**config.mk**
```make
export PLATFORM = sky130hd
export DESIGN_NAME = flash_boot_loader
export DESIGN_NICKNAME = d
export VERILOG_FILES = /design/src/rtl/flash_boot_pkg.sv /design/src/rtl/flash_boot_loader_spi_shifter.sv /design/src/rtl/flash_boot_loader.sv
export SDC_FILE = /design/constraint.sdc
export NUM_CORES = 1
export LEC_CHECK = 0
export ABC_CLOCK_PERIOD_IN_PS = 4750
export BUFFER_PORTS_ARGS = -buffer_cell sky130_fd_sc_hd__buf_2
export CAP_MARGIN = 20
export CORE_AREA = 5 5 165 207
export CTS_CLUSTER_DIAMETER = 50
export CTS_CLUSTER_SIZE = 16
export DETAILED_ROUTE_END_ITERATION = 16
export DIE_AREA = 0 0 170 212
export GPL_TIMING_DRIVEN = 0
export SYNTH_ARGS = -nofsm -noshare
export SYNTH_HDL_FRONTEND = slang
export SYNTH_HIERARCHICAL = 1
export SYNTH_SLANG_ARGS = --single-unit
```
**constraint.sdc**
```tcl
create_clock -name clk -period 4.75 [get_ports clk]
set_input_delay 0.475 -clock clk [delete_from_list [all_inputs] [get_ports clk]]
set_output_delay 0.475 -clock clk [all_outputs]
set_load 0.005 [all_outputs]
```
**src/rtl/flash_boot_pkg.sv**
```systemverilog
// Shared types and constants for the flash boot loader.
package flash_boot_pkg;

  typedef enum logic [2:0] {
    Init,
    SendCmd,
    SendAddr,
    Dummy,
    ReadData,
    StartWrite,
    Write,
    Done
  } state_e;

  localparam logic [7:0] FlashCmdRead     = 8'h03;
  localparam logic [7:0] FlashCmdFastRead = 8'h0B;

  localparam logic [1:0] RamioWriteWord = 2'b11;
  localparam logic [1:0] RamioNone      = 2'b00;

  // Bytes arrive MSB-first into a plain shift register; the first byte
  // received belongs in the low byte of the RAM word.
  function automatic logic [31:0] le_word(input logic [31:0] w);
    return {w[7:0], w[15:8], w[23:16], w[31:24]};
  endfunction

endpackage

```
**src/rtl/flash_boot_loader_spi_shifter.sv**
```systemverilog
// SPI mode-0 bit engine: shifts out 'count' bits of 'load' MSB first while
// shifting miso into 'rx'. 'done' is high on the cycle that ends the last bit,
// so a 'start' on that same cycle chains the next transfer with no gap.
module spi_shifter
  import flash_boot_pkg::*;
#(
  parameter int unsigned SpiClkDiv = 1
) (
  input  logic        clk,
  input  logic        rst,
  input  logic        start,
  input  logic [31:0] load,
  input  logic [5:0]  count,
  input  logic        miso,
  output logic        flash_clk,
  output logic        mosi,
  output logic [31:0] rx,
  output logic        done
);

  localparam int unsigned DW = (SpiClkDiv > 1) ? $clog2(SpiClkDiv) : 1;
  localparam logic [DW-1:0] DivLast = DW'(SpiClkDiv - 1);

  logic          active;
  logic          phase_hi;
  logic [DW-1:0] div_cnt;
  logic [5:0]    bits_left;
  logic [31:0]   tx_sh;
  logic          half_end;

  assign half_end = active && (div_cnt == DivLast);
  assign done     = half_end && phase_hi && (bits_left == 6'd1);

  // Divider, clock phase, and tx/rx shift registers.
  always_ff @(posedge clk or posedge rst) begin
    if (rst) begin
      active    <= 1'b0;
      phase_hi  <= 1'b0;
      div_cnt   <= '0;
      bits_left <= '0;
      tx_sh     <= '0;
      rx        <= '0;
      flash_clk <= 1'b0;
      mosi      <= 1'b0;
    end else if (start) begin
      active    <= 1'b1;
      phase_hi  <= 1'b0;
      div_cnt   <= '0;
      bits_left <= count;
      mosi      <= load[31];
      tx_sh     <= {load[30:0], 1'b0};
      flash_clk <= 1'b0;
    end else if (active) begin
      if (!half_end) begin
        div_cnt <= div_cnt + 1'b1;
      end else begin
        div_cnt <= '0;
        if (!phase_hi) begin
          // miso is captured on the edge that raises flash_clk
          phase_hi  <= 1'b1;
          flash_clk <= 1'b1;
          rx        <= {rx[30:0], miso};
        end else begin
          phase_hi  <= 1'b0;
          flash_clk <= 1'b0;
          if (bits_left == 6'd1) begin
            active <= 1'b0;
            mosi   <= 1'b0;
          end else begin
            bits_left <= bits_left - 1'b1;
            mosi      <= tx_sh[31];
            tx_sh     <= {tx_sh[30:0], 1'b0};
          end
        end
      end
    end
  end

endmodule

```
**src/rtl/flash_boot_loader.sv**
```systemverilog
// Boot loader: copies a region of SPI NOR flash into 'ramio' word by word,
// then raises 'done'. A reload pulse in Done reruns the copy.
module flash_boot_loader
  import flash_boot_pkg::*;
#(
  parameter int unsigned StartupWaitCycles  = 10,
  parameter logic [23:0] FlashFromAddress   = 24'h0,
  parameter logic [31:0] FlashTransferBytes = 32'h0010_0000,
  parameter logic [31:0] RamioStartAddress  = 32'h0,
  parameter int unsigned SpiClkDiv          = 1,
  parameter bit          FastRead           = 1'b0
) (
  input  logic        clk,
  input  logic        rst,
  input  logic        reload,
  output logic        busy,
  output logic        done,
  output logic        ramio_enable,
  output logic [2:0]  ramio_read_type,
  output logic [1:0]  ramio_write_type,
  output logic [31:0] ramio_address,
  output logic [31:0] ramio_data_in,
  input  logic        ramio_busy,
  output logic        flash_clk,
  input  logic        flash_miso,
  output logic        flash_mosi,
  output logic        flash_cs
);

  if (FlashTransferBytes == 32'd0 || FlashTransferBytes[1:0] != 2'b00) begin : g_bad_len
    $error("FlashTransferBytes must be a non-zero multiple of 4");
  end
  if (RamioStartAddress[1:0] != 2'b00) begin : g_bad_ram
    $error("RamioStartAddress must be 4-aligned");
  end
  if (SpiClkDiv < 1) begin : g_bad_div
    $error("SpiClkDiv must be >= 1");
  end

  localparam logic [7:0] Cmd = FastRead ? FlashCmdFastRead : FlashCmdRead;

  state_e      state_q, state_d;
  logic [31:0] wait_q, wait_d;
  logic [31:0] off_q, off_d;
  logic [31:0] off_inc;
  logic        en_q, en_d;
  logic [1:0]  wt_q, wt_d;
  logic [31:0] addr_q, addr_d;
  logic [31:0] data_q, data_d;
  logic        cs_q, cs_d;
  logic        busy_q, busy_d;
  logic        done_q, done_d;

  logic        sh_start;
  logic [31:0] sh_load;
  logic [5:0]  sh_count;
  logic [31:0] sh_rx;
  logic        sh_done;

  spi_shifter #(.SpiClkDiv(SpiClkDiv)) u_shifter (
    .clk       (clk),
    .rst       (rst),
    .start     (sh_start),
    .load      (sh_load),
    .count     (sh_count),
    .miso      (flash_miso),
    .flash_clk (flash_clk),
    .mosi      (flash_mosi),
    .rx        (sh_rx),
    .done      (sh_done)
  );

  assign off_inc          = off_q + 32'd4;
  assign busy             = busy_q;
  assign done             = done_q;
  assign ramio_enable     = en_q;
  assign ramio_read_type  = 3'b000;
  assign ramio_write_type = wt_q;
  assign ramio_address    = addr_q;
  assign ramio_data_in    = data_q;
  assign flash_cs         = cs_q;

  // State and output registers.
  always_ff @(posedge clk or posedge rst) begin
    if (rst) begin
      state_q <= Init;
      wait_q  <= '0;
      off_q   <= '0;
      en_q    <= 1'b0;
      wt_q    <= RamioNone;
      addr_q  <= '0;
      data_q  <= '0;
      cs_q    <= 1'b1;
      busy_q  <= 1'b1;
      done_q  <= 1'b0;
    end else begin
      state_q <= state_d;
      wait_q  <= wait_d;
      off_q   <= off_d;
      en_q    <= en_d;
      wt_q    <= wt_d;
      addr_q  <= addr_d;
      data_q  <= data_d;
      cs_q    <= cs_d;
      busy_q  <= busy_d;
      done_q  <= done_d;
    end
  end

  // Sequencing: each shifter segment is started on the cycle the previous
  // one ends, so flash_clk timing is continuous across cmd/addr/dummy/data.
  always_comb begin
    state_d  = state_q;
    wait_d   = wait_q;
    off_d    = off_q;
    en_d     = en_q;
    wt_d     = wt_q;
    addr_d   = addr_q;
    data_d   = data_q;
    cs_d     = cs_q;
    busy_d   = busy_q;
    done_d   = done_q;
    sh_start = 1'b0;
    sh_load  = '0;
    sh_count = '0;
    case (state_q)
      Init: begin
        if (wait_q == StartupWaitCycles) begin
          state_d  = SendCmd;
          cs_d     = 1'b0;
          sh_start = 1'b1;
          sh_load  = {Cmd, 24'h0};
          sh_count = 6'd8;
        end else begin
          wait_d = wait_q + 32'd1;
        end
      end
      SendCmd: begin
        if (sh_done) begin
          state_d  = SendAddr;
          sh_start = 1'b1;
          sh_load  = {FlashFromAddress, 8'h0};
          sh_count = 6'd24;
        end
      end
      SendAddr: begin
        if (sh_done) begin
          state_d  = FastRead ? Dummy : ReadData;
          sh_start = 1'b1;
          sh_count = FastRead ? 6'd8 : 6'd32;
        end
      end
      Dummy: begin
        if (sh_done) begin
          state_d  = ReadData;
          sh_start = 1'b1;
          sh_count = 6'd32;
        end
      end
      ReadData: begin
        if (sh_done) state_d = StartWrite;
      end
      StartWrite: begin
        if (!ramio_busy) begin
          state_d = Write;
          en_d    = 1'b1;
          wt_d    = RamioWriteWord;
          addr_d  = RamioStartAddress + off_q;
          data_d  = le_word(sh_rx);
        end
      end
      Write: begin
        if (!ramio_busy) begin
          en_d  = 1'b0;
          wt_d  = RamioNone;
          off_d = off_inc;
          if (off_inc < FlashTransferBytes) begin
            state_d  = ReadData;
            sh_start = 1'b1;
            sh_count = 6'd32;
          end else begin
            state_d = Done;
            cs_d    = 1'b1;
            busy_d  = 1'b0;
            done_d  = 1'b1;
          end
        end
      end
      Done: begin
        if (reload) begin
          state_d  = SendCmd;
          done_d   = 1'b0;
          busy_d   = 1'b1;
          off_d    = '0;
          cs_d     = 1'b0;
          sh_start = 1'b1;
          sh_load  = {Cmd, 24'h0};
          sh_count = 6'd8;
        end
      end
      default: state_d = Init;
    endcase
  end

endmodule

```
==> flow_summary_export.csv <==
group,metric,value,unit
logic_synthesis,ys_top_cells_by_count,"202 x dfrtp_1, 92 x mux2_2, 53 x nand2_1",
logic_synthesis,async_flop_share,100,%
timing,max_freq,228,MHz
floorplan,initial_core_util,29.3,%
timing,worstMarginPinSlew,0.863,ns
logic_synthesis,yosysWarnings,6,
global_route,grt_pass1_wl,34.6,mm
logic_synthesis,ys_ff_latch,204,
pwr,ir_drop,0.000303,V
setup_path,worstSetupPathType,"register to register",
layout,fin_util,34.9,%
clock_network,cts_buffer_depth,3,
route,vias,6556,
logic_synthesis,yosys.cell_count.top_type,"dfrtp_1",
logic_synthesis,syn_area_per_cell,11.7,um2
route,dr.pass1.iters,5,
flow_run,drv_cap,0,
layout,seqCellArea,5110,um2
setup_path,required,5.10,ns
logic_synthesis,yosys.area.top_type,"dfrtp_1",
clock_network,clock_latency,0.51,ns
floorplan,core,32100,um2
setup_path,critPathMaxStageDelay,0.55,ns
setup_path,crit_family,"simple AND/OR/NAND/NOR gates",
clock_network,clk_pin_slew_worst_paths,0.07,ns
timing,final_max_slew_viol_count,0,
logic_synthesis,postSynthCellCount,806,
setup_path,start_kind,"register",
min_path,hold_class,"primary input to register",
logic_synthesis,netlist.area_leader.share,53.7,%
clock_network,root_buffer,"clkbuf_16",
timing,setup_ws,0.359,ns
timing,period_share,92.4,%
logic_synthesis,ys_types,62,
setup_path,end_kind,"register",
route,drc_errors,0,
clock_network,cts_buffers,21,
layout,n_fill_cell,3151,
logic_synthesis,synth_edf_count,0,
layout,finalInstanceArea,11200,um2
timing,fin_skew,0.0228,ns
layout,insertedDiodeCount,0,
floorplan,die_w,170,um
timing,final_hold_viol_count,0,
logic_synthesis,synthFlopType,"dfrtp_1",
placed_design,dp_slack,-0.110,ns
timing,final-setup-viol-count,0,
pwr,power_per_cell_area,552,nW/um2
layout,nets,953,
floorplan,io_pins,80,
logic_synthesis,yosysSeqAreaShare,54.2,%
logic_synthesis,netlist_area,9420,um2
global_route,grt_start_max_net_pins,91,
route,antenna_left,0,
setup_path,critPathSlowestCell,"or4_1",
outcome,status,"completed",
clock_network,postCtsSetupBuffers,0,
clock_network,h-tree-depth,1,
placed_design,place_congestion,0.816,
placed_design,dp_hpwl,14.0,mm
global_route,grt_pass1_vias,6593,
route,drt_iter0_markers,409,
setup_path,critPathBufInv,6,
pwr,total_power,6.19,mW
layout,drive_gt1_share,25.8,%
global_route,grt_overflow,0,
logic_synthesis,ys_top_cells_by_area,"dfrtp_1 54%, mux2_2 11%, o211a_1 3.3%",
global_route,grt_antenna_before_repair,0,
clock_network,cts_tree,"built",
route,wirelength,20.6,mm
route,vias_per_cell,4.78,
setup_path,path_cells,"ha_1 > nand4_1 > or4_1 > buf_2 > nor3_4 > a31oi_1 > nand4b_1 > or4_1 > buf_2 > o221ai_2 > clkbuf_2 > buf_2 > inv_1 > clkbuf_1 > o2111ai_1 > o211ai_1",
timing,relSlewSlack,42.2,%
setup_path,cpMostUsedCell,"buf_2",
setup_path,cp.arrival,4.74,ns
floorplan,rows,74,
placed_design,portBuffers,74,
layout,multi_input_area,4130,um2
setup_path,crit_fanout,10,
clock_network,cts_sinks,204,
route,routedWlPerCell,15.0,um
global_route,grtUsageTotal,11.3,%
floorplan,die_area,36000,um2
timing,rsz0062_at_grt,"false",
pwr,p_leak,5.44,nW
placed_design,dpl_cell_area,10500,um2
floorplan,fp.dieH,212,um
timing,setup-tns-final,0,ns
timing,fin_crit,4.39,ns
layout,syn_to_final_growth,19.1,%
-- flip-flops by register name (all words and copies together) (netlist names) --
| register | cells |
|---|---|
| u_shifter/phase_hi | 1 |
| ramio_address | 30 |
| u_shifter/mosi | 1 |
| off_q | 30 |
| u_shifter/rx | 32 |
| state_q | 3 |
| u_shifter/active | 1 |
| done | 1 |
| ramio_write_type | 1 |
| wait_q | 32 |
| ramio_data_in | 32 |
| u_shifter/div_cnt | 1 |
| u_shifter/tx_sh | 31 |
| u_shifter/bits_left | 6 |
| flash_cs | 1 |
| busy | 1 |
-- layout make-up --
class / instances / area share, %
tap: 418 / 4.67
buffer: 58 / 2.65
timing repair buffer: 77 / 3.88
inverter: 13 / 0.502
multi-input combinational: 568 / 36.8
clock inverter: 12 / 1.25
clock buffer: 21 / 4.69
sequential: 204 / 45.6
-- through the flow --
step                      hold WS (ns)  std cells
final                            0.214       1371
after detailed placement         0.420       1337
after CTS                        0.195       1371
after floorplan                  0.443        843
after global routing             0.203       1371
after global placement           0.474       1335
-- kinds of logic (layout without fill, tap and decap cells) --
group	after synthesis	after routing	synth area share [%]
compound gates	142	142	11.9
xor+xnor	49	49	4.56
fa+ha+maj	5	5	0.664
buf+inv	71	181	3.65
flops	204	204	54.2
mux	95	95	11.3
other cells	1	38	0.0398
simple gates	239	239	13.6
-- placed cells by master, fill, tap and decap left out, types with 3 or more instances in the layout --
cell,n
inv_6,4
nand2_1,53
o2111ai_1,3
buf_2,91
nor4_2,3
nor3_1,14
a22o_1,4
inv_1,10
and3_1,18
o21ai_0,32
buf_4,7
xnor2_1,25
buf_1,3
nand3_1,27
ha_1,5
clkbuf_16,21
or3_1,10
nand2b_1,4
nor2b_1,31
nor2_1,36
nor4_1,7
o211ai_1,7
or4_1,4
buf_6,4
dfrtp_1,202
nand4_1,14
a31oi_1,8
xor2_1,24
mux2_2,92
and4_1,4
o211a_1,31
conb_1,38
a21oi_1,13
clkbuf_1,26
a221o_1,29
-- power breakdown --
part	leakage (nW)	switching, mW	internal (mW)
Clock	0.323	0.700	0.926
Sequential	2.67	0.302	2.23
Combinational	2.45	1.05	0.987
-- per-layer routing --
layer | share of wire (%) | track usage [%] | up-vias
li1 | - | - | 3152
met1 | 45 | 15.3 | 3292
met2 | 50 | 19.4 | 88
met3 | 3.2 | 1.43 | 24
met4 | 1.5 | 2.53 | 0
met5 | 0 | 0 | -
-- worst paths after layout --
kind	start	endpoint	slack [ns]	cells after the start
worst max-delay path	off_q[2]	u_shifter/bits_left[0]	0.36	16
worst min-delay path	flash_miso	u_shifter/rx[0]	0.21	2
worst max register to register	off_q[2]	u_shifter/bits_left[0]	0.36	16
worst min register to register	wait_q[31]	wait_q[31]	0.48	1
max in group asynchronous	rst	flash_cs	3.37	4
min in group asynchronous	rst	u_shifter/rx[30]	0.45	3
-- what timing repair did --
item / 4_1_cts / 5_1_grt
pin swaps: 0 / 1
setup endpoints to repair: 8 / 13
hold buffers: 1 / 0
hold endpoints to repair: 18 / 0
resized for setup: 2 / 2
(Power assumes the default switching activity.)
